`src/rtl/tts_pkg.sv`:
```
// Shared types and constants for the RAM control block slice.
package tts_pkg;

  localparam int unsigned RCB_DATA_WIDTH     = 64;
  localparam int unsigned RCB_ADDR_WIDTH     = 10;
  localparam int unsigned RCB_RD_LATENCY_MAX = 4;

  typedef enum logic [1:0] {
    IDLE,
    WR_PEND,
    WR_DONE,
    WR_REL
  } t_rcb_wr_state;

  typedef struct packed {
    logic                          en;
    logic                          we;
    logic [RCB_ADDR_WIDTH-1:0]     addr;
    logic [RCB_DATA_WIDTH-1:0]     wdata;
    logic [RCB_DATA_WIDTH/8-1:0]   be;
  } t_rcb_ram_req;

endpackage

```
`src/rtl/rcb_rd_pipe.sv`:
```
// Lookup response delay line: tracks issued reads across the RAM latency
// and registers the returning word together with its valid flag.
module rcb_rd_pipe
  import tts_pkg::*;
#(
  parameter int unsigned DATA_WIDTH = RCB_DATA_WIDTH,
  parameter int unsigned RD_LATENCY = 2
) (
  input  logic                  clk,
  input  logic                  reset_n,
  input  logic                  rd_issue,
  input  logic [DATA_WIDTH-1:0] ram_rdata,
  output logic                  lk_rsp_valid,
  output logic [DATA_WIDTH-1:0] lk_rsp_data
);

  if (RD_LATENCY < 1 || RD_LATENCY > RCB_RD_LATENCY_MAX) begin : g_bad_latency
    $error("rcb_rd_pipe: RD_LATENCY out of range");
  end

  logic [RD_LATENCY-1:0] vld_sr;

  // Shift read-issue markers; capture RAM data when the oldest marker lands.
  always_ff @(posedge clk) begin
    if (!reset_n) begin
      vld_sr       <= '0;
      lk_rsp_valid <= 1'b0;
      lk_rsp_data  <= '0;
    end else begin
      vld_sr[0] <= rd_issue;
      for (int unsigned i = 1; i < RD_LATENCY; i++) begin
        vld_sr[i] <= vld_sr[i-1];
      end
      lk_rsp_valid <= vld_sr[RD_LATENCY-1];
      if (vld_sr[RD_LATENCY-1]) begin
        lk_rsp_data <= ram_rdata;
      end
    end
  end

endmodule

```
`src/rtl/rcb_arb.sv`:
```
// RAM control block: arbitrates one single-port RAM between lookup reads
// (default winner) and host writes, with a starvation bound on writes.
module rcb_arb
  import tts_pkg::*;
#(
  parameter int unsigned DATA_WIDTH      = RCB_DATA_WIDTH,
  parameter int unsigned ADDR_WIDTH      = RCB_ADDR_WIDTH,
  parameter int unsigned RD_LATENCY      = 2,
  parameter int unsigned WR_STARVE_LIMIT = 8
) (
  input  logic                    clk,
  input  logic                    reset_n,
  input  logic                    hpb_wr_req,
  input  logic [ADDR_WIDTH-1:0]   hpb_wr_addr,
  input  logic [DATA_WIDTH-1:0]   hpb_wr_data,
  input  logic [DATA_WIDTH/8-1:0] hpb_wr_byte_en,
  output logic                    rcb_wr_done,
  input  logic                    lk_req_valid,
  input  logic [ADDR_WIDTH-1:0]   lk_req_addr,
  output logic                    lk_req_ready,
  output logic                    lk_rsp_valid,
  output logic [DATA_WIDTH-1:0]   lk_rsp_data,
  output logic                    ram_en,
  output logic                    ram_we,
  output logic [ADDR_WIDTH-1:0]   ram_addr,
  output logic [DATA_WIDTH-1:0]   ram_wdata,
  output logic [DATA_WIDTH/8-1:0] ram_be,
  input  logic [DATA_WIDTH-1:0]   ram_rdata
);

  localparam int unsigned CNT_W = $clog2(WR_STARVE_LIMIT + 1);

  t_rcb_wr_state    state;
  logic [CNT_W-1:0] starve_cnt;
  t_rcb_ram_req     ram_q;
  logic             wr_grant;
  logic             rd_grant;

  // Per-cycle grant: a pending write goes only when reads are absent or starved it.
  always_comb begin
    wr_grant     = (state == WR_PEND) &&
                   (!lk_req_valid || (starve_cnt == CNT_W'(WR_STARVE_LIMIT)));
    lk_req_ready = reset_n && !wr_grant;
    rd_grant     = lk_req_valid && lk_req_ready;
  end

  // Write handshake FSM; done is registered so it lands the cycle after issue.
  always_ff @(posedge clk) begin
    if (!reset_n) begin
      state       <= IDLE;
      rcb_wr_done <= 1'b0;
    end else begin
      rcb_wr_done <= (state == WR_DONE);
      case (state)
        IDLE:    if (hpb_wr_req) state <= WR_PEND;
        WR_PEND: if (wr_grant) state <= WR_DONE;
        WR_DONE: state <= WR_REL;
        WR_REL:  if (!hpb_wr_req) state <= IDLE;
        default: state <= IDLE;
      endcase
    end
  end

  // Count reads that overtake a pending write; saturates at the limit.
  always_ff @(posedge clk) begin
    if (!reset_n) begin
      starve_cnt <= '0;
    end else if (wr_grant) begin
      starve_cnt <= '0;
    end else if ((state == WR_PEND) && rd_grant &&
                 (starve_cnt != CNT_W'(WR_STARVE_LIMIT))) begin
      starve_cnt <= starve_cnt + CNT_W'(1);
    end
  end

  // Registered RAM port; address/data/byte enables hold on idle cycles.
  always_ff @(posedge clk) begin
    if (!reset_n) begin
      ram_q <= '0;
    end else begin
      ram_q.en <= 1'b0;
      ram_q.we <= 1'b0;
      if (wr_grant) begin
        ram_q.en    <= 1'b1;
        ram_q.we    <= 1'b1;
        ram_q.addr  <= hpb_wr_addr;
        ram_q.wdata <= hpb_wr_data;
        ram_q.be    <= hpb_wr_byte_en;
      end else if (rd_grant) begin
        ram_q.en   <= 1'b1;
        ram_q.addr <= lk_req_addr;
      end
    end
  end

  assign ram_en    = ram_q.en;
  assign ram_we    = ram_q.we;
  assign ram_addr  = ram_q.addr;
  assign ram_wdata = ram_q.wdata;
  assign ram_be    = ram_q.be;

  rcb_rd_pipe #(
    .DATA_WIDTH (DATA_WIDTH),
    .RD_LATENCY (RD_LATENCY)
  ) u_rd_pipe (
    .clk          (clk),
    .reset_n      (reset_n),
    .rd_issue     (ram_q.en & ~ram_q.we),
    .ram_rdata    (ram_rdata),
    .lk_rsp_valid (lk_rsp_valid),
    .lk_rsp_data  (lk_rsp_data)
  );

endmodule

```
`config.mk`:
```
export PLATFORM = sky130hd
export DESIGN_NAME = rcb_arb
export DESIGN_NICKNAME = d
export VERILOG_FILES = /design/src/rtl/tts_pkg.sv /design/src/rtl/rcb_rd_pipe.sv /design/src/rtl/rcb_arb.sv
export SDC_FILE = /design/constraint.sdc
export NUM_CORES = 1
export LEC_CHECK = 0
export ABC_CLOCK_PERIOD_IN_PS = 2700
export CAP_MARGIN = 25
export CORE_MARGIN = 3
export CORE_UTILIZATION = 39
export DETAILED_ROUTE_END_ITERATION = 16
export PLACE_DENSITY = 0.88
export SLEW_MARGIN = 10
export SYNTH_ARGS = -nofsm -noshare
export SYNTH_HDL_FRONTEND = slang
export SYNTH_HIERARCHICAL = 1
export SYNTH_SLANG_ARGS = --single-unit
```
`constraint.sdc`:
```
create_clock -name clk -period 2.7 [get_ports clk]
set_clock_uncertainty 0.2 [all_clocks]
set_input_delay 0.81 -clock clk [delete_from_list [all_inputs] [get_ports clk]]
set_output_delay 0.81 -clock clk [all_outputs]
set_load 0.005 [all_outputs]
```
# Yosys cells after proc, flatten, opt, wreduce, memory -nomap -nowiden

Index checks and enable logic that the tools add are counted.

Bitwise operators: 3
Mux-type cells: 9
Reductions and logical operators: 12
$add $sub $neg: 1
Equal/unequal tests: 8

Operators by type and width:

| kind                | count |
|---|---|
| $mux 10             | 2 |
| $pmux 2 s4          | 1 |
| $mux 2              | 3 |
| $ne 2x2->1 const B  | 3 |
| $logic_and 1x1->1   | 5 |
| $add 4x1->4 const B | 1 |
| $eq 2x2->1 const B  | 2 |
| $eq 4x4->1 const B  | 1 |
| $ne 4x4->1 const B  | 1 |
| $mux 1              | 3 |
| $reduce_and 3->1    | 1 |
| $eq 2x1->1 const B  | 1 |
| $logic_not 1->1     | 2 |
| $logic_not 2->1     | 1 |
| $not 1->1           | 2 |
| $reduce_bool 2->1   | 1 |
| $reduce_or 2->1     | 1 |
| $and 1x1->1         | 1 |
| $logic_or 1x1->1    | 1 |

Register bits: 158
Word-level logic and storage cells: 44

# Longest topological paths before layout

Gate-level depths: netlist of run 1.

Word-level depth: 8
Mapped depth: 7
Mapped depth without buffers: 6

# Hierarchy

Netlist of run 1, hierarchy kept.

Modules (own cells, without submodules):

| module      | cells an instance | times used | sequential area each (µm²) | area each (µm²) |
|---|---|---|---|---|
| rcb_arb     | 269               | 1          | 1,821.7                    | 3,200.6 |
| rcb_rd_pipe | 212               | 1          | 1,341.3                    | 2,543.7 |

# Least setup slack after synthesis of run 1

OpenSTA, ideal clock, no wires.

Kind: input to output
From: input lk_req_valid
To: output lk_req_ready
Path slack: 0.132 ns
Arrival time: 1.558 ns
Cell stages on the path: 5
Required time: 1.690 ns
Buffers on the path: 2
Cell sequence: buf_2 -> nand2b_1 -> nand3_1 -> inv_2 -> buf_2

Longest elaborated chain between the ends: 5

Ends and longest elaborated chain:

| element           | RTL line      | text |
|---|---|---|
| start, declared   | rcb_arb.sv:18 | `input logic lk_req_valid,` |
| $logic_not 1->1   | rcb_arb.sv:42 | `(!lk_req_valid \|\| (starve_cnt == CNT_W'(WR_STARVE_LIMIT)));` |
| $logic_or 1x1->1  | rcb_arb.sv:42 |  |
| $logic_and 1x1->1 | rcb_arb.sv:41 | `wr_grant = (state == WR_PEND) &&` |
| $logic_not 1->1   | rcb_arb.sv:43 | `lk_req_ready = reset_n && !wr_grant;` |
| $logic_and 1x1->1 | rcb_arb.sv:43 |  |
| end, declared     | rcb_arb.sv:20 | `output logic lk_req_ready,` |

No other way between the ends.

# Worst setup path in the final report of run 1

From: register starve_cnt[1]
To: output lk_req_ready

Longest elaborated chain between the ends: 5

Ends and longest elaborated chain:

| element                | RTL line      | text |
|---|---|---|
| start, declared        | rcb_arb.sv:34 | `logic [CNT_W-1:0] starve_cnt;` |
| start signal, assigned | rcb_arb.sv:72 | `starve_cnt <= starve_cnt + CNT_W'(1);` |
| $eq 4x4->1             | rcb_arb.sv:42 |  |
| $logic_or 1x1->1       | rcb_arb.sv:42 |  |
| $logic_and 1x1->1      | rcb_arb.sv:41 |  |
| $logic_not 1->1        | rcb_arb.sv:43 |  |
| $logic_and 1x1->1      | rcb_arb.sv:43 |  |

No other way between the ends.

==> impl_metrics.toml, run 1 <==
[status]
status = "finished, final reports clean"

[yosys]
synth_top_family_by_area = "multiplexers"
synth_top_area_share_pct = 55.1
synthAdderAreaFrac_pct = 1.31
syn-cell-area_um2 = 5740
synth_nets = 647
post-synth-top-area-cell = "dfxtp_1"
synthMuxAreaShare_pct = 15.4
yosys.area_share.simple_pct = 10.5
syn-instance-count = 481
synth_area_leaders = "dfxtp_1 55%, mux2i_1 13%, a22o_1 11%, nor2b_1 7.1%, mux2_2 2.2%"
synth-xor-area-share_pct = 0.152
ys_warn_count = 6
synth_edf_count = 0
ys.flop_type = "dfxtp_1"
ys_ff_latch = 158
yosys-top-cells-count = "158 x dfxtp_1, 76 x mux2i_1, 72 x a22o_1, 65 x nor2b_1, 25 x nand2_1"
ys_seq_area_share_pct = 55.1
ys_async_sr_fraction_pct = 0
synth_compound_area_share_pct = 12.3
ys_types = 30
synthMostInstantiatedCell = "dfxtp_1"
avgSynthCellArea_um2 = 11.9

[power]
power.leakage_nw = 3.49
p_per_area_nw_per_um2 = 698
power.share.switching_pct = 24.4
ir_drop_uv = 397
p_sw_mw = 1.63
total_power_mw = 6.67
power_frac_seq_pct = 41.1
share_clk_of_total_power_pct = 38.0
combinationalPowerShare_pct = 20.9
intPower_mw = 5.04

[critical_path]
crit_family = "flip-flops"
worstPathRequired_ns = 1.69
cp-end-kind = "primary output"
ff2ff_setup_slack_ns = 0.60
reg2regPathDepth = 7
crit_type = "reg -> out"
timing.rr.end = "ram_wdata[53]"
path_buf_inv = 3
cpPeakStageDelay_ns = 0.36
arrival_ns = 1.60
r2r-start = "starve_cnt[1]"
crit_chain = "inv_1 > ha_1 > nand4b_1 > nand3_4 > inv_2 > clkdlybuf4s15_2"
critPathMaxFanout = 3
setup.worst_path.start = "starve_cnt[1]"
cpMaxStageDelayCell = "dfxtp_1"
cp-start-kind = "register"

[timing]
max_slew_margin_pct = 52.3
finalHoldViolCount = 0
max_freq_ghz = 0.383
worstMarginPinSlew_ns = 0.715
period_share_pct = 96.6
setup_viol = 0
tns_ns = 0
slew_viol_final = 0
layout_min_cycle_time_ns = 2.61

[floorplan]
core-area_um2 = 14100
num_io_pins = 311
rows = 43
start_util_pct = 40.6
die_height_um = 127
dieWidth_um = 127
dieArea_um2 = 16200

[hold_path]
min_to = "u_rd_pipe/vld_sr[1]"
min-delay-start = "u_rd_pipe/vld_sr[0]"
hold_depth = 1
hold_path.class = "reg -> reg"

[cells_and_area]
nets = 951
antenna_cells = 0
syn2layout_area_growth_pct = 66.3
fill_cells = 1032
final_layout_size_suffix_gt1_share_pct = 8.02
multi_input_area_um2 = 2310
final-seq-area_um2 = 3170

[routing]
drtIter0Drc = 216
drt_wl_total_um = 16900
routed_via_density = 4.79
wl_met3_um = 1360
first_pass_iters = 4
wl_per_cell_um = 17.3
wl_met2_um = 8660
wirelength_met1_um = 6570
ant_nets = 0
highest_layer = "met4"
route.vias.total = 4685
drcViolationCount = 0

[clocking]
htreeDepth = 4
cts_resized = 9
cts_setup_buffers = 0
cts.sinks = 158
cts_buffers = 17
clockBufferDepth = 2
clk_latency_ns = 0.41
hold_buffers = 0
cts_tree = "done"
cts-root-buf = "clkbuf_16"
path_clk_slew_ns = 0.06

[global_routing]
overflow = 0
grt_pass1_wl_um = 26000
grtUsageTotal_pct = 20.3
grt_pass1_vias = 4949
grt_max_degree = 93
antenna_found_initial = 0

[job]
maxCapViolCount = 0

[placed_design]
dp_hpwl_um = 12500
place_congestion = 0.819
portBuffers = 310
[through the flow]
stage                     setup slack (ns)  area (µm²)  hold WS, ns  util (%)  cells
after CTS                           0.0284        9540        0.246      67.4    978
final                               0.0923        9550        0.239      67.5    978
after global routing               -0.0138        9550        0.266      67.5    978
after detailed placement            -0.425        8890        0.230      62.8    946
after floorplan                      0.132        5740        0.212         -    481
after global placement              -0.498        8890        0.217      62.8    946
[registers in the layout, summed over array words and instances, names as in the netlist]
register                count
ram_wdata                  64
u_rd_pipe/lk_rsp_data      64
ram_addr                   10
ram_be                      8
starve_cnt                  4
state                       2
u_rd_pipe/vld_sr            2
ram_en                      1
ram_we                      1
rcb_wr_done                 1
u_rd_pipe/lk_rsp_valid      1
[cells in the final DEF (no fill, tap or decap), drive strengths merged, types with 10 or more instances in the layout]
cell type	synthesis	layout
mux2	11	11
buf	21	10
inv	8	11
mux2i	76	76
nand2	25	25
a22o	72	72
nor2b	65	65
clkbuf	13	20
dfxtp	158	158
clkdlybuf4s50	0	307
[power by group through the flow]
| stage | combinational, mW | clock, mW | sequential, mW |
|---|---|---|---|
| floorplan | 0.582 | 0 | 2.77 |
| global placement | 1.33 | 0 | 2.76 |
| detailed placement | 1.38 | 0 | 2.77 |
| CTS | 1.40 | 2.60 | 2.74 |
| global route | 1.50 | 2.69 | 2.77 |
| finish | 1.40 | 2.53 | 2.74 |
[layer usage]
metal  GRT usage [%]  up-vias
li1                -     2293
met1            22.3     2141
met2            36.3      225
met3            6.56       26
met4            7.76        0
met5               0        -
[cells by family (layout without fill, tap and decap cells)]
logic type,after synthesis,in the layout
buf+inv,42,359
fa+ha+maj,6,6
mux,87,87
compound gates,82,82
xor+xnor,1,1
flops,158,158
simple gates,105,105
[layout make-up]
cell class / count / area share [%]
multi-input cells: 281 / 24.1
flip-flops and latches: 158 / 33.2
inverters: 8 / 0.314
repair buffers: 319 / 33.4
clock inverters: 12 / 1.93
well taps: 180 / 2.36
clock buffers: 20 / 4.68
[how the worst max path moves through the flow]
stage | slack [ns] | endpoint | depth (start not counted)
finish | 0.09 | lk_req_ready | 6
global route | -0.01 | lk_req_ready | 6
CTS | 0.03 | lk_req_ready | 6
detailed placement | -0.43 | lk_req_ready | 5
global placement | -0.50 | lk_req_ready | 5
floorplan | 0.13 | lk_req_ready | 5
Power figures use the tool's default switching activity.
==> run 2, diff against run 1 <==
--- a/config.mk
+++ b/config.mk
@@ -5,12 +5,11 @@
 export SDC_FILE = /design/constraint.sdc
 export NUM_CORES = 1
 export LEC_CHECK = 0
-export ABC_CLOCK_PERIOD_IN_PS = 2700
 export CAP_MARGIN = 25
 export CORE_MARGIN = 3
 export CORE_UTILIZATION = 39
 export DETAILED_ROUTE_END_ITERATION = 16
-export PLACE_DENSITY = 0.88
+export PLACE_DENSITY = 0.91
 export SLEW_MARGIN = 10
 export SYNTH_ARGS = -nofsm -noshare
 export SYNTH_HDL_FRONTEND = slang
==> run 2 against run 1 <==
Effect of this change: final cell count stayed put; hold slack worse by 0.0071 ns; via count up 0.77%; highest routed layer unchanged; fmax grew 3.1%; combinational power about the same.
==> impl_metrics.toml, run 2 (synthesized netlist as in run 1, its figures left out) <==
[hold_path]
min-delay-start = "u_rd_pipe/vld_sr[0]"
min_to = "u_rd_pipe/vld_sr[1]"
hold_depth = 1
hold_path.class = "reg -> reg"

[floorplan]
die_height_um = 127
num_io_pins = 311
start_util_pct = 40.6
core-area_um2 = 14100
rows = 43
dieWidth_um = 127
dieArea_um2 = 16200

[global_routing]
antenna_found_initial = 1
overflow = 0
grt_pass1_vias = 4756
grtUsageTotal_pct = 19.9
grt_pass1_wl_um = 25300
grt_max_degree = 94

[critical_path]
arrival_ns = 1.52
ff2ff_setup_slack_ns = 0.58
timing.rr.end = "ram_wdata[2]"
worstPathRequired_ns = 1.69
r2r-start = "state[1]"
crit_type = "reg -> out"
cp-end-kind = "primary output"
critPathMaxFanout = 5
cp-start-kind = "register"
reg2regPathDepth = 7

[timing]
worstMarginPinSlew_ns = 0.756
slew_viol_final = 0
max_freq_ghz = 0.396
rsz0062_at_grt = "no"
max_slew_margin_pct = 49.6
period_share_pct = 93.6
setup_viol = 0
layout_min_cycle_time_ns = 2.53
tns_ns = 0
finalHoldViolCount = 0

[clocking]
cts-root-buf = "clkbuf_16"
clockBufferDepth = 2
cts.sinks = 158
cts_buffers = 17
cts_setup_buffers = 0
htreeDepth = 4
clk_latency_ns = 0.41
cts_tree = "done"
path_clk_slew_ns = 0.06

[routing]
wl_per_cell_um = 17.1
ant_nets = 0
drt_wl_total_um = 16700
routed_via_density = 4.83
route.vias.total = 4721
first_pass_iters = 4
drtIter0Drc = 197
drcViolationCount = 0

[cells_and_area]
mostFrequentLayoutCells = "307 x clkdlybuf4s50_1, 157 x dfxtp_1, 76 x mux2i_1"
multi_input_area_um2 = 2290
final_layout_size_suffix_gt1_share_pct = 7.65
syn2layout_area_growth_pct = 65.2
final-seq-area_um2 = 3170
fill_cells = 1016
final_common_cell = "clkdlybuf4s50_1"
nets = 950

[placed_design]
portBuffers = 310
dp_hpwl_um = 12300
place_congestion = 0.769

[power]
total_power_mw = 6.47
p_per_area_nw_per_um2 = 682
power.leakage_nw = 3.47
ir_drop_uv = 442

[status]
status = "finished, final reports clean"

[job]
maxCapViolCount = 0
## run 2: report_power, final
part	internal (mW)	switching, mW
clock network	1.46	0.912
logic	0.865	0.503
registers	2.58	0.156
## run 2: stage by stage
step | hold WS, ns | utilization [%] | cell area (µm²) | worst slack [ns] | cells
2_1_floorplan | 0.212 | - | 5740 | 0.132 | 481
3_3_place_gp | 0.214 | 62.8 | 8880 | -0.445 | 945
3_5_place_dp | 0.222 | 62.8 | 8880 | -0.463 | 945
4_1_cts | 0.236 | 67.0 | 9480 | 0.0566 | 977
5_1_grt | 0.244 | 67.1 | 9490 | 0.0528 | 978
6_report | 0.232 | 67.1 | 9490 | 0.172 | 978
## run 2: metal layers
layer	routed length [µm]	global-route usage [%]
met1	6510	22.2
met2	8380	34.0
met3	1430	7.61
met4	427	8.08
met5	0	0
## run 2: cell type report
class	instances	area share (%)
antenna	1	0.0264
clock buffer	22	5.10
clock inverter	10	1.16
inverter	8	0.316
multi-input combinational	281	24.1
sequential	158	33.4
tap	180	2.37
timing repair buffer	318	33.5
## run 2: worst max path at each step
stage                       from           end  slack (ns)  depth (start not counted)
floorplan           lk_req_valid  lk_req_ready        0.13                          5
global placement    lk_req_valid  lk_req_ready       -0.45                          5
detailed placement  lk_req_valid  lk_req_ready       -0.46                          5
CTS                     state[1]  lk_req_ready        0.06                          6
global route            state[1]  lk_req_ready        0.05                          6
finish                  state[1]  lk_req_ready        0.17                          6
## run 2: timing repair
item	CTS	global route
hold buffers	0	0
pin swaps	0	0
endpoints found under the setup margin	1	1
gates resized for setup	8	1
## run 2: worst max-delay path: stages (launching register included)
cell	delay [ns]
dfxtp_1	0.34
inv_1	0.10
ha_2	0.26
nand4b_1	0.12
nand3_2	0.10
inv_2	0.04
buf_4	0.13
